### config.mk
export PLATFORM = sky130hd
export DESIGN_NAME = imm_gen_pipe
export DESIGN_NICKNAME = d
export VERILOG_FILES = /design/src/rtl/imm_pkg.sv /design/src/rtl/imm_format_mux.sv /design/src/rtl/imm_gen_pipe.sv
export SDC_FILE = /design/constraint.sdc
export NUM_CORES = 1
export LEC_CHECK = 0
export BUFFER_PORTS_ARGS = -buffer_cell sky130_fd_sc_hd__buf_2
export CORE_MARGIN = 2
export CORE_UTILIZATION = 30
export CTS_BUF_LIST = sky130_fd_sc_hd__clkbuf_4 sky130_fd_sc_hd__clkbuf_8
export CTS_CLUSTER_SIZE = 14
export DETAILED_ROUTE_END_ITERATION = 10
export GPL_TIMING_DRIVEN = 0
export PLACE_DENSITY = 0.49
export SKIP_LAST_GASP = 1
export SYNTH_ARGS = -nofsm -noshare
export SYNTH_HDL_FRONTEND = slang
export SYNTH_HIERARCHICAL = 1
export SYNTH_SLANG_ARGS = --single-unit
### constraint.sdc
create_clock -name clk -period 4.3 [get_ports clk]
set_clock_uncertainty 0.1 [all_clocks]
set_input_delay 0.86 -clock clk [delete_from_list [all_inputs] [get_ports clk]]
set_output_delay 0.86 -clock clk [all_outputs]
set_load 0.01 [all_outputs]
### src/rtl/imm_pkg.sv
// Immediate-generator shared definitions: format select encodings and default datapath width.
// Pure declarations; no logic, no timing.
package imm_pkg;

  localparam int XLEN_DEFAULT = 32;

  typedef enum logic [2:0] {
    IMM_I     = 3'b000,
    IMM_S     = 3'b001,
    IMM_B     = 3'b010,
    IMM_J     = 3'b011,
    IMM_U     = 3'b100,
    IMM_SHAMT = 3'b101,
    IMM_CSR   = 3'b110,
    IMM_RSVD  = 3'b111
  } imm_src_e;

endpackage

### src/rtl/imm_format_mux.sv
// Combinational immediate decode from instr[31:7] and a format select; zero latency.
// No handshake; the reserved select yields imm = 0 with illegal set.
module imm_format_mux
  import imm_pkg::*;
#(
  parameter int XLEN = XLEN_DEFAULT
) (
  input  logic [24:0]     instr,
  input  logic [2:0]      imm_src,
  output logic [XLEN-1:0] imm,
  output logic            illegal
);

  // instr holds instruction bits [31:7], so architectural bit k sits at index k-7.
  always_comb begin
    imm     = '0;
    illegal = 1'b0;
    case (imm_src)
      IMM_I:     imm = XLEN'($signed(instr[24:13]));
      IMM_S:     imm = XLEN'($signed({instr[24:18], instr[4:0]}));
      IMM_B:     imm = XLEN'($signed({instr[24], instr[0], instr[23:18], instr[4:1], 1'b0}));
      IMM_J:     imm = XLEN'($signed({instr[24], instr[12:5], instr[13], instr[23:14], 1'b0}));
      IMM_U:     imm = XLEN'($signed({instr[24:5], 12'b0}));
      IMM_SHAMT: imm = (XLEN == 64) ? XLEN'(instr[18:13]) : XLEN'(instr[17:13]);
      IMM_CSR:   imm = XLEN'(instr[12:8]);
      default:   illegal = 1'b1;
    endcase
  end

endmodule

### src/rtl/imm_gen_pipe.sv
// Pipelined immediate generator with optional pc + imm target; latency STAGES cycles, one entry/cycle.
// Valid/ready handshake: a stage loads when empty or draining; flush kills every in-flight entry.
module imm_gen_pipe
  import imm_pkg::*;
#(
  parameter int XLEN   = XLEN_DEFAULT,
  parameter int STAGES = 1,
  parameter int PC_ADD = 1
) (
  input  logic            clk,
  input  logic            reset,
  input  logic            flush,
  input  logic            in_valid,
  output logic            in_ready,
  input  logic [24:0]     instr,
  input  logic [2:0]      imm_src,
  input  logic [XLEN-1:0] pc,
  output logic            out_valid,
  input  logic            out_ready,
  output logic [XLEN-1:0] imm,
  output logic [XLEN-1:0] target,
  output logic            illegal
);

  logic [XLEN-1:0] dec_imm;
  logic            dec_ill;
  logic            s1_vld_q;
  logic            s1_adv;

  imm_format_mux #(.XLEN(XLEN)) u_fmt (
    .instr   (instr),
    .imm_src (imm_src),
    .imm     (dec_imm),
    .illegal (dec_ill)
  );

  assign in_ready = !s1_vld_q || s1_adv;

  generate
    if (STAGES == 1) begin : g_one
      logic [XLEN-1:0] imm_q, tgt_q, tgt_d;
      logic            ill_q;

      assign tgt_d  = (PC_ADD != 0) ? pc + dec_imm : '0;
      assign s1_adv = s1_vld_q && out_ready;

      always_ff @(posedge clk or posedge reset) begin
        if (reset) begin
          s1_vld_q <= 1'b0;
          imm_q    <= '0;
          tgt_q    <= '0;
          ill_q    <= 1'b0;
        end else begin
          if (flush)         s1_vld_q <= 1'b0;
          else if (in_ready) s1_vld_q <= in_valid;
          if (in_ready && in_valid) begin
            imm_q <= dec_imm;
            tgt_q <= tgt_d;
            ill_q <= dec_ill;
          end
        end
      end

      assign out_valid = s1_vld_q;
      assign imm       = imm_q;
      assign target    = tgt_q;
      assign illegal   = ill_q;
    end else begin : g_two
      logic [XLEN-1:0] s1_imm_q, s1_pc_q;
      logic            s1_ill_q;
      logic            s2_vld_q, s2_ill_q, s2_load;
      logic [XLEN-1:0] s2_imm_q, s2_tgt_q, s2_tgt_d;

      // Stage 2 takes stage 1 whenever it is empty or its entry is consumed.
      assign s2_load  = !s2_vld_q || out_ready;
      assign s1_adv   = s1_vld_q && s2_load;
      assign s2_tgt_d = (PC_ADD != 0) ? s1_pc_q + s1_imm_q : '0;

      always_ff @(posedge clk or posedge reset) begin
        if (reset) begin
          s1_vld_q <= 1'b0;
          s1_imm_q <= '0;
          s1_pc_q  <= '0;
          s1_ill_q <= 1'b0;
          s2_vld_q <= 1'b0;
          s2_imm_q <= '0;
          s2_tgt_q <= '0;
          s2_ill_q <= 1'b0;
        end else begin
          if (flush)         s1_vld_q <= 1'b0;
          else if (in_ready) s1_vld_q <= in_valid;
          if (in_ready && in_valid) begin
            s1_imm_q <= dec_imm;
            s1_pc_q  <= pc;
            s1_ill_q <= dec_ill;
          end
          if (flush)        s2_vld_q <= 1'b0;
          else if (s2_load) s2_vld_q <= s1_vld_q;
          if (s2_load && s1_vld_q) begin
            s2_imm_q <= s1_imm_q;
            s2_tgt_q <= s2_tgt_d;
            s2_ill_q <= s1_ill_q;
          end
        end
      end

      assign out_valid = s2_vld_q;
      assign imm       = s2_imm_q;
      assign target    = s2_tgt_q;
      assign illegal   = s2_ill_q;
    end
  endgenerate

endmodule

* After elaboration in Yosys (flattened, before gate mapping)
Cells that the tools add are included.
** Word-level totals
- Bits in registers :: 66
- Logic and storage cells :: 22
** Operators by class
- $add $sub $neg :: 1
- Equal/unequal tests :: 6
- Muxes and demuxes :: 4
- Reductions and logical operators :: 7
** Operators with widths (count)
- $pmux W32 S7 :: 1
- $add A32 B32 Y32 :: 1
- $eq A3 B3 Y1 const B :: 3
- $reduce_or A7 Y1 :: 1
- $eq A3 B2 Y1 const B :: 2
- $eq A3 B1 Y1 const B :: 1
- $logic_not A3 Y1 :: 1
- $mux W1 :: 3
- $logic_and A1 B1 Y1 :: 2
- $reduce_bool A2 Y1 :: 1
- $logic_not A1 Y1 :: 1
- $logic_or A1 B1 Y1 :: 1

* Depth between registers and ports, before layout
Gate-level depths: netlist of run 1.
- Depth after elaboration :: 4
- Mapped depth :: 14
- Depth with buffers taken out :: 12

* Hierarchy
The synthesis of run 1 kept the hierarchy.
** By module, submodules not included
- imm_gen_pipe :: instances 1, cells each 500, area an instance 4112.7 um^2, sequential area each 1651.6 um^2
- imm_format_mux :: instances 1, cells each 82, area an instance 586.8 um^2, sequential area each 0.0 um^2

* Least setup slack after synthesis of run 1
No wires, ideal clock.
- Kind :: input -> register
- From :: input port imm_src[1]
- To :: register g_one.tgt_q[28], in the netlist target[28]
- Library setup time :: 0.126 ns
- Arrival :: 3.573 ns
- Setup slack :: 0.501 ns
- Stages on the path :: 13
- Buffers on the path :: 1
- Cells stage by stage :: buf_6 -> and2b_1 -> o2bb2ai_1 -> a21o_1 -> ha_1 -> fa_1 -> a21o_1 -> a221oi_2 -> o31ai_2 -> a21oi_1 -> o31a_1 -> o21ai_0 -> a221o_1
** Between the ends
- Longest elaborated chain between the ends :: 3
- Elaborated cells between the ends (all ways) :: 9
- Classes of those cells :: add/sub: 1; eq/ne: 6; mux: 1; reduce/logical: 1
** RTL lines
- from (decl) :: line imm_gen_pipe.sv:16 : input logic [2:0] imm_src,
- $eq A3 B3 Y1 (tied with other cells) :: line imm_format_mux.sv:18 : case (imm_src)
- $pmux W32 S7 * :: line imm_format_mux.sv:18
- via dec_imm[0] :: line imm_gen_pipe.sv:25 : logic [XLEN-1:0] dec_imm;
- $add A32 B32 Y32 * :: line imm_gen_pipe.sv:44 : assign tgt_d = (PC_ADD != 0) ? pc + dec_imm : '0;
- to (signal assigned) :: line imm_gen_pipe.sv:58 : tgt_q <= tgt_d;
- to (decl) :: line imm_gen_pipe.sv:41 : logic [XLEN-1:0] imm_q, tgt_q, tgt_d;
The timed path passes the listed nets; every way through them passes the cells marked *.
A chain may end at the register's enable or synchronous reset.

* Worst setup path in the final report of run 1
- From :: input port imm_src[0]
- To :: register g_one.tgt_q[28], in the netlist target[28]
The elaborated chain is that of the path after synthesis.

==> impl_metrics.yaml, run 1 <==
run_status:
  status: "complete, no violations"
worst_setup_path:
  critPathLaunchType: "input port"
  critical_path_arrival_ns: 4.26
  worstSetupPathType: "input port to flop"
  cp-end-kind: "flop"
  path_max_fanout: 10
  crit_required_ns: 4.45
synth:
  postSynthAreaPerCell_sq_um: 8.07
  synth_area_sq_um: 4700
  synth-seq-cells: 66
  ys_types: 59
  synth_ff_type: "dfrtp_1"
  syn-num-nets: 679
  synthCells: 582
  postSynth.asyncResetShare: 1.00
  yosysSeqAreaShare: 0.351
  synth_edf_count: 0
  yosysWarnings: 6
route:
  wl_per_cell_um: 17.1
  drt_drc_violations_left: 0
  finalWirelength_um: 16100
  drt-initial-drc-count: 344
  viasPerCell: 5.04
  drt_first_pass_iters: 4
  num_vias: 4723
  ant_nets: 0
flow_run:
  cap_violations: 0
finish:
  fin_cells: 938
  stdcell_area_sq_um: 5830
  nFillCells: 1671
  utilization: 0.382
  area_delta_synth_final_pct: 24.1
  n_antenna_cell: 0
  drive_gt1_frac: 0.230
  finalNetCount: 819
sta:
  fin_crit_ns: 4.12
  report.final.hold_viol_count: 0
  setup-violations-final: 0
  rsz0062_at_grt: "false"
  final-max-slew-violation-count: 0
  min_period_over_period: 0.957
  max_slew_margin: 0.440
  finalSetupTns_ns: 0
  fmaxAchievable_mhz: 243
  worst_pin_slew_ns: 0.840
clock_network:
  cts_buffer_depth: 2
  worstSkewPairLatency_ns: 0.36
  post_cts_resized: 0
  post_cts_buffers: 0
  cts_buffers: 9
  clock_sinks: 66
  cts-hold-fix-buffers: 0
  cts_tree: "built"
  clkTransAtPathRegs_ns: 0.07
  cts_root_buf: "clkbuf_8"
  h-tree-depth: 3
die:
  ios: 132
  die_w_um: 129
  coreArea_sq_um: 15300
  row_count: 45
  die_area_sq_um: 16700
  die_h_um: 129
  start_util: 0.308
grt:
  grt.total_usage: 0.197
  grt_max_degree: 67
  grt_pass1_vias: 4502
  grt_pass1_wl_um: 24900
  antenna_found_initial: 0
  grt_overflow_total: 0
placement:
  dp_cells: 922
  place_congestion: 0.919
  dp_hpwl_um: 12700
  placed_area_sq_um: 5610
  port_buffers: 129
power_and_ir_drop:
  power_density_nw_per_um2: 362
  p_leak_nw: 3.02
  vdd_drop_max_v: 0.000155
  totalPowerFinal_mw: 2.11
hold_path:
  hp-class: "flop to flop"
## cell usage in the layout, fill, tap and decap left out, types with 4 or more instances in the layout
cell type	n
nand3_1	7
buf_2	134
o22ai_1	7
a21o_1	27
buf_1	4
clkbuf_8	10
ha_1	31
dfrtp_1	66
a22oi_1	5
and3_1	4
and2_1	4
nor3_1	5
mux2i_1	12
o21bai_1	4
o21ai_0	42
nand2_1	158
a31oi_1	9
nand4_1	12
inv_1	7
a21oi_1	47
clkbuf_1	24
xnor2_1	12
nor2_1	17
xor2_1	10
nor2b_1	8
## path summary, 6_finish.rpt
| path | from | end | slack, ns | depth (start not counted) |
|---|---|---|---|---|
| hold reg to reg | target[0]$_DFFE_PP0P_ | target[0]$_DFFE_PP0P_ | 0.38 | 2 |
| hold / removal | target[0]$_DFFE_PP0P_ | target[0]$_DFFE_PP0P_ | 0.38 | 2 |
| setup / recovery | imm_src[0] | target[28]$_DFFE_PP0P_ | 0.18 | 14 |
| min in group asynchronous | reset | target[5]$_DFFE_PP0P_ | 0.57 | 2 |
| max in group asynchronous | reset | target[26]$_DFFE_PP0P_ | 2.99 | 2 |
| setup reg to reg | out_valid$_DFFE_PP0P_ | target[30]$_DFFE_PP0P_ | 2.13 | 7 |
## cells in the mapped netlist (8+ instances only)
cell type	count	area, sq um
xor2_1	10	87.6
dfrtp_1	66	1650
ha_1	31	388
a31oi_1	9	56.3
xnor2_1	12	105
nand4_1	12	75.1
a21o_1	27	203
nor2b_1	8	50.1
o21ai_0	42	210
mux2i_1	12	120
a21oi_1	47	235
clkbuf_1	24	90.1
nor2_1	17	63.8
inv_1	8	30.0
nand2_1	158	593
## registers in the layout, indices dropped and copies added (netlist names)
register   cells
imm           32
target        32
illegal        1
out_valid      1
## where the power goes
group	internal [mW]	total, mW	switching, mW
clock	0.347	0.603	0.256
sequential	0.726	0.786	0.0598
combinational	0.284	0.723	0.439
total	1.36	2.11	0.755
## metrics by stage
step           hold WS, ns  setup slack [ns]
6_report             0.375             0.183
3_3_place_gp         0.359            -0.144
4_1_cts              0.380             0.205
5_1_grt              0.399            0.0205
2_1_floorplan        0.414             0.501
3_5_place_dp         0.361            -0.163
## kinds of logic (layout without fill, tap and decap cells)
family	count (synthesis)	count (layout)	share of synthesized area
DFF	66	66	0.351
and+or+nand+nor	233	233	0.219
xor gates and xnor gates	23	23	0.0469
buffers and inverters	45	190	0.0415
AOI/OAI and AO/OA	171	171	0.229
muxes	12	12	0.0256
adders and majority gates	32	32	0.0868
## worst max-delay path, stage by stage
cell	delay, ns
buf_2	0.16
buf_6	0.16
mux2i_1	0.19
nor3_1	0.07
a21o_1	0.24
ha_1	0.25
fa_1	0.42
a21o_1	0.23
a221oi_2	0.43
o31ai_2	0.14
a21oi_1	0.25
o31a_1	0.38
o21ai_0	0.16
a221o_1	0.31
## routing by layer
metal | track usage | part of all wire | wire, um
met1 | 0.280 | 0.48 | 7760
met2 | 0.306 | 0.45 | 7210
met3 | 0.0417 | 0.053 | 858
met4 | 0.0486 | 0.015 | 245
met5 | 0 | 0 | 0
## layout make-up
type                       instances  area [sq um]  share of cell area
multi-input combinational        471          2850               0.489
clock inverter                     5          77.6              0.0133
buffer                            37           165              0.0283
clock buffer                      11           145              0.0249
tap                              211           264              0.0452
sequential                        66          1650               0.283
inverter                           8          32.5             0.00558
timing repair buffer             129           646               0.111
No activity file was read; power rests on OpenSTA's default activity.
==> run 2, diff against run 1 <==
--- a/config.mk
+++ b/config.mk
@@ -7,12 +7,12 @@
 export LEC_CHECK = 0
 export BUFFER_PORTS_ARGS = -buffer_cell sky130_fd_sc_hd__buf_2
 export CORE_MARGIN = 2
-export CORE_UTILIZATION = 30
+export CORE_UTILIZATION = 35
 export CTS_BUF_LIST = sky130_fd_sc_hd__clkbuf_4 sky130_fd_sc_hd__clkbuf_8
 export CTS_CLUSTER_SIZE = 14
 export DETAILED_ROUTE_END_ITERATION = 10
 export GPL_TIMING_DRIVEN = 0
-export PLACE_DENSITY = 0.49
+export PLACE_DENSITY = 0.55
 export SKIP_LAST_GASP = 1
 export SYNTH_ARGS = -nofsm -noshare
 export SYNTH_HDL_FRONTEND = slang
==> impl_metrics.yaml, run 2 (synthesized netlist as in run 1, its figures left out) <==
clock_network:
  cts_root_buf: "clkbuf_8"
  cts_buffer_depth: 2
  worstSkewPairLatency_ns: 0.37
  cts_tree: "built"
  post_cts_buffers: 0
  cts-hold-fix-buffers: 0
  h-tree-depth: 3
  cts_buffers: 9
  clock_sinks: 66
  post_cts_resized: 0
  clkTransAtPathRegs_ns: 0.07
finish:
  finalNetCount: 819
  drive_gt1_frac: 0.230
  final_common_cell: "nand2_1"
  final_cell_mix: "nand2_1 (158), buf_2 (134), dfrtp_1 (66)"
  nFillCells: 1380
  n_antenna_cell: 0
  stdcell_area_sq_um: 5800
  area_delta_synth_final_pct: 23.3
worst_setup_path:
  path_max_fanout: 10
  critical_path_arrival_ns: 4.23
  crit_required_ns: 4.46
  cp-end-kind: "flop"
  critPathLaunchType: "input port"
  worstSetupPathType: "input port to flop"
route:
  wl_per_cell_um: 16.9
  num_vias: 4621
  finalWirelength_um: 15300
  viasPerCell: 5.12
  drt_drc_violations_left: 0
  ant_nets: 0
  drt_first_pass_iters: 4
  drt-initial-drc-count: 209
sta:
  fin_crit_ns: 4.07
  rsz0062_at_grt: "false"
  layout_setup_ws_ns: 0.230
  min_period_over_period: 0.947
  setup-violations-final: 0
  fmaxAchievable_mhz: 246
  report.final.hold_viol_count: 0
  final-max-slew-violation-count: 0
  max_slew_margin: 0.444
  worst_pin_slew_ns: 0.834
die:
  die_w_um: 120
  die_area_sq_um: 14400
  coreArea_sq_um: 13200
  die_h_um: 120
  row_count: 42
  ios: 132
  start_util: 0.356
grt:
  antenna_found_initial: 0
  grt_pass1_wl_um: 23600
  grt_pass1_vias: 4509
  grt_max_degree: 67
  grt.total_usage: 0.217
  grt_overflow_total: 0
placement:
  place_congestion: 0.867
  dp_hpwl_um: 12000
  placed_area_sq_um: 5570
  place_ws_ns: -0.128
  port_buffers: 129
power_and_ir_drop:
  pwr-share-seq: 0.372
  p_comb_frac: 0.342
  switchingPower_uw: 754
  totalPowerFinal_mw: 2.11
  p_int_mw: 1.35
  vdd_drop_max_v: 0.000210
  power_density_nw_per_um2: 364
  p_leak_nw: 3.02
  switching_share: 0.358
  power_frac_clock: 0.287
hold_path:
  hp-class: "flop to flop"
run_status:
  status: "complete, no violations"
flow_run:
  cap_violations: 0
-- run 2: cell count changes in the layout (fill, tap and decap cells not counted) --
cell      before  now
clkbuf_4       1    0
clkinv_4       0    2
clkinv_2       2    1
-- run 2: power by group through the flow --
stage | Clock [mW] | Sequential [mW] | Combinational (mW)
finish | 0.604 | 0.783 | 0.720
global route | 0.655 | 0.797 | 0.802
CTS | 0.624 | 0.785 | 0.726
detailed placement | 0 | 0.796 | 0.722
global placement | 0 | 0.793 | 0.715
floorplan | 0 | 0.842 | 0.399
-- run 2: critical path, stage by stage --
cell and delay (ns):
buf_2 0.15, buf_6 0.15, and2b_2 0.22, a22oi_1 0.21
mux2i_1 0.24, fa_1 0.51, a21o_1 0.22, a221oi_2 0.42
o31ai_2 0.12, a21oi_1 0.26, o31a_1 0.40, o21ai_0 0.15
a221o_1 0.30
-- run 2: final timing paths --
path,from,cells past startpoint,slack [ns],end
worst min-delay path,imm[6]$_DFFE_PP0P_,2,0.37,imm[6]$_DFFE_PP0P_
max in group asynchronous,reset,2,2.99,imm[24]$_DFFE_PP0P_
worst min register to register,imm[6]$_DFFE_PP0P_,2,0.37,imm[6]$_DFFE_PP0P_
min in group asynchronous,reset,2,0.56,target[25]$_DFFE_PP0P_
worst max register to register,out_valid$_DFFE_PP0P_,7,2.14,target[30]$_DFFE_PP0P_
worst max-delay path,imm_src[0],13,0.23,target[28]$_DFFE_PP0P_
-- run 2: through the flow --
stage	hold WS, ns	cells	util	TNS, ns
after global placement	0.359	887	0.422	-0.163
final	0.372	903	0.439	0
after floorplan	0.414	582	-	0
after global routing	0.402	903	0.439	0
after detailed placement	0.357	887	0.422	-0.188
after CTS	0.379	903	0.439	0
-- run 2: cell type report --
class	instances	area, sq um	share of cell area
multi-input cells	471	2850	0.492
flip-flops and latches	66	1650	0.285
repair buffers	129	646	0.111
inverters	8	32.5	0.00561
plain buffers	37	165	0.0285
clock inverters	6	90.1	0.0155
well taps	176	220	0.0380
clock buffers	10	138	0.0237
-- run 2: metal layers --
metal | GRT usage | up-vias | wire length, um
met5 | 0 | - | 0
met3 | 0.0456 | 22 | 770
li1 | - | 2326 | -
met2 | 0.344 | 138 | 7020
met4 | 0.0978 | 0 | 405
met1 | 0.283 | 2135 | 7060
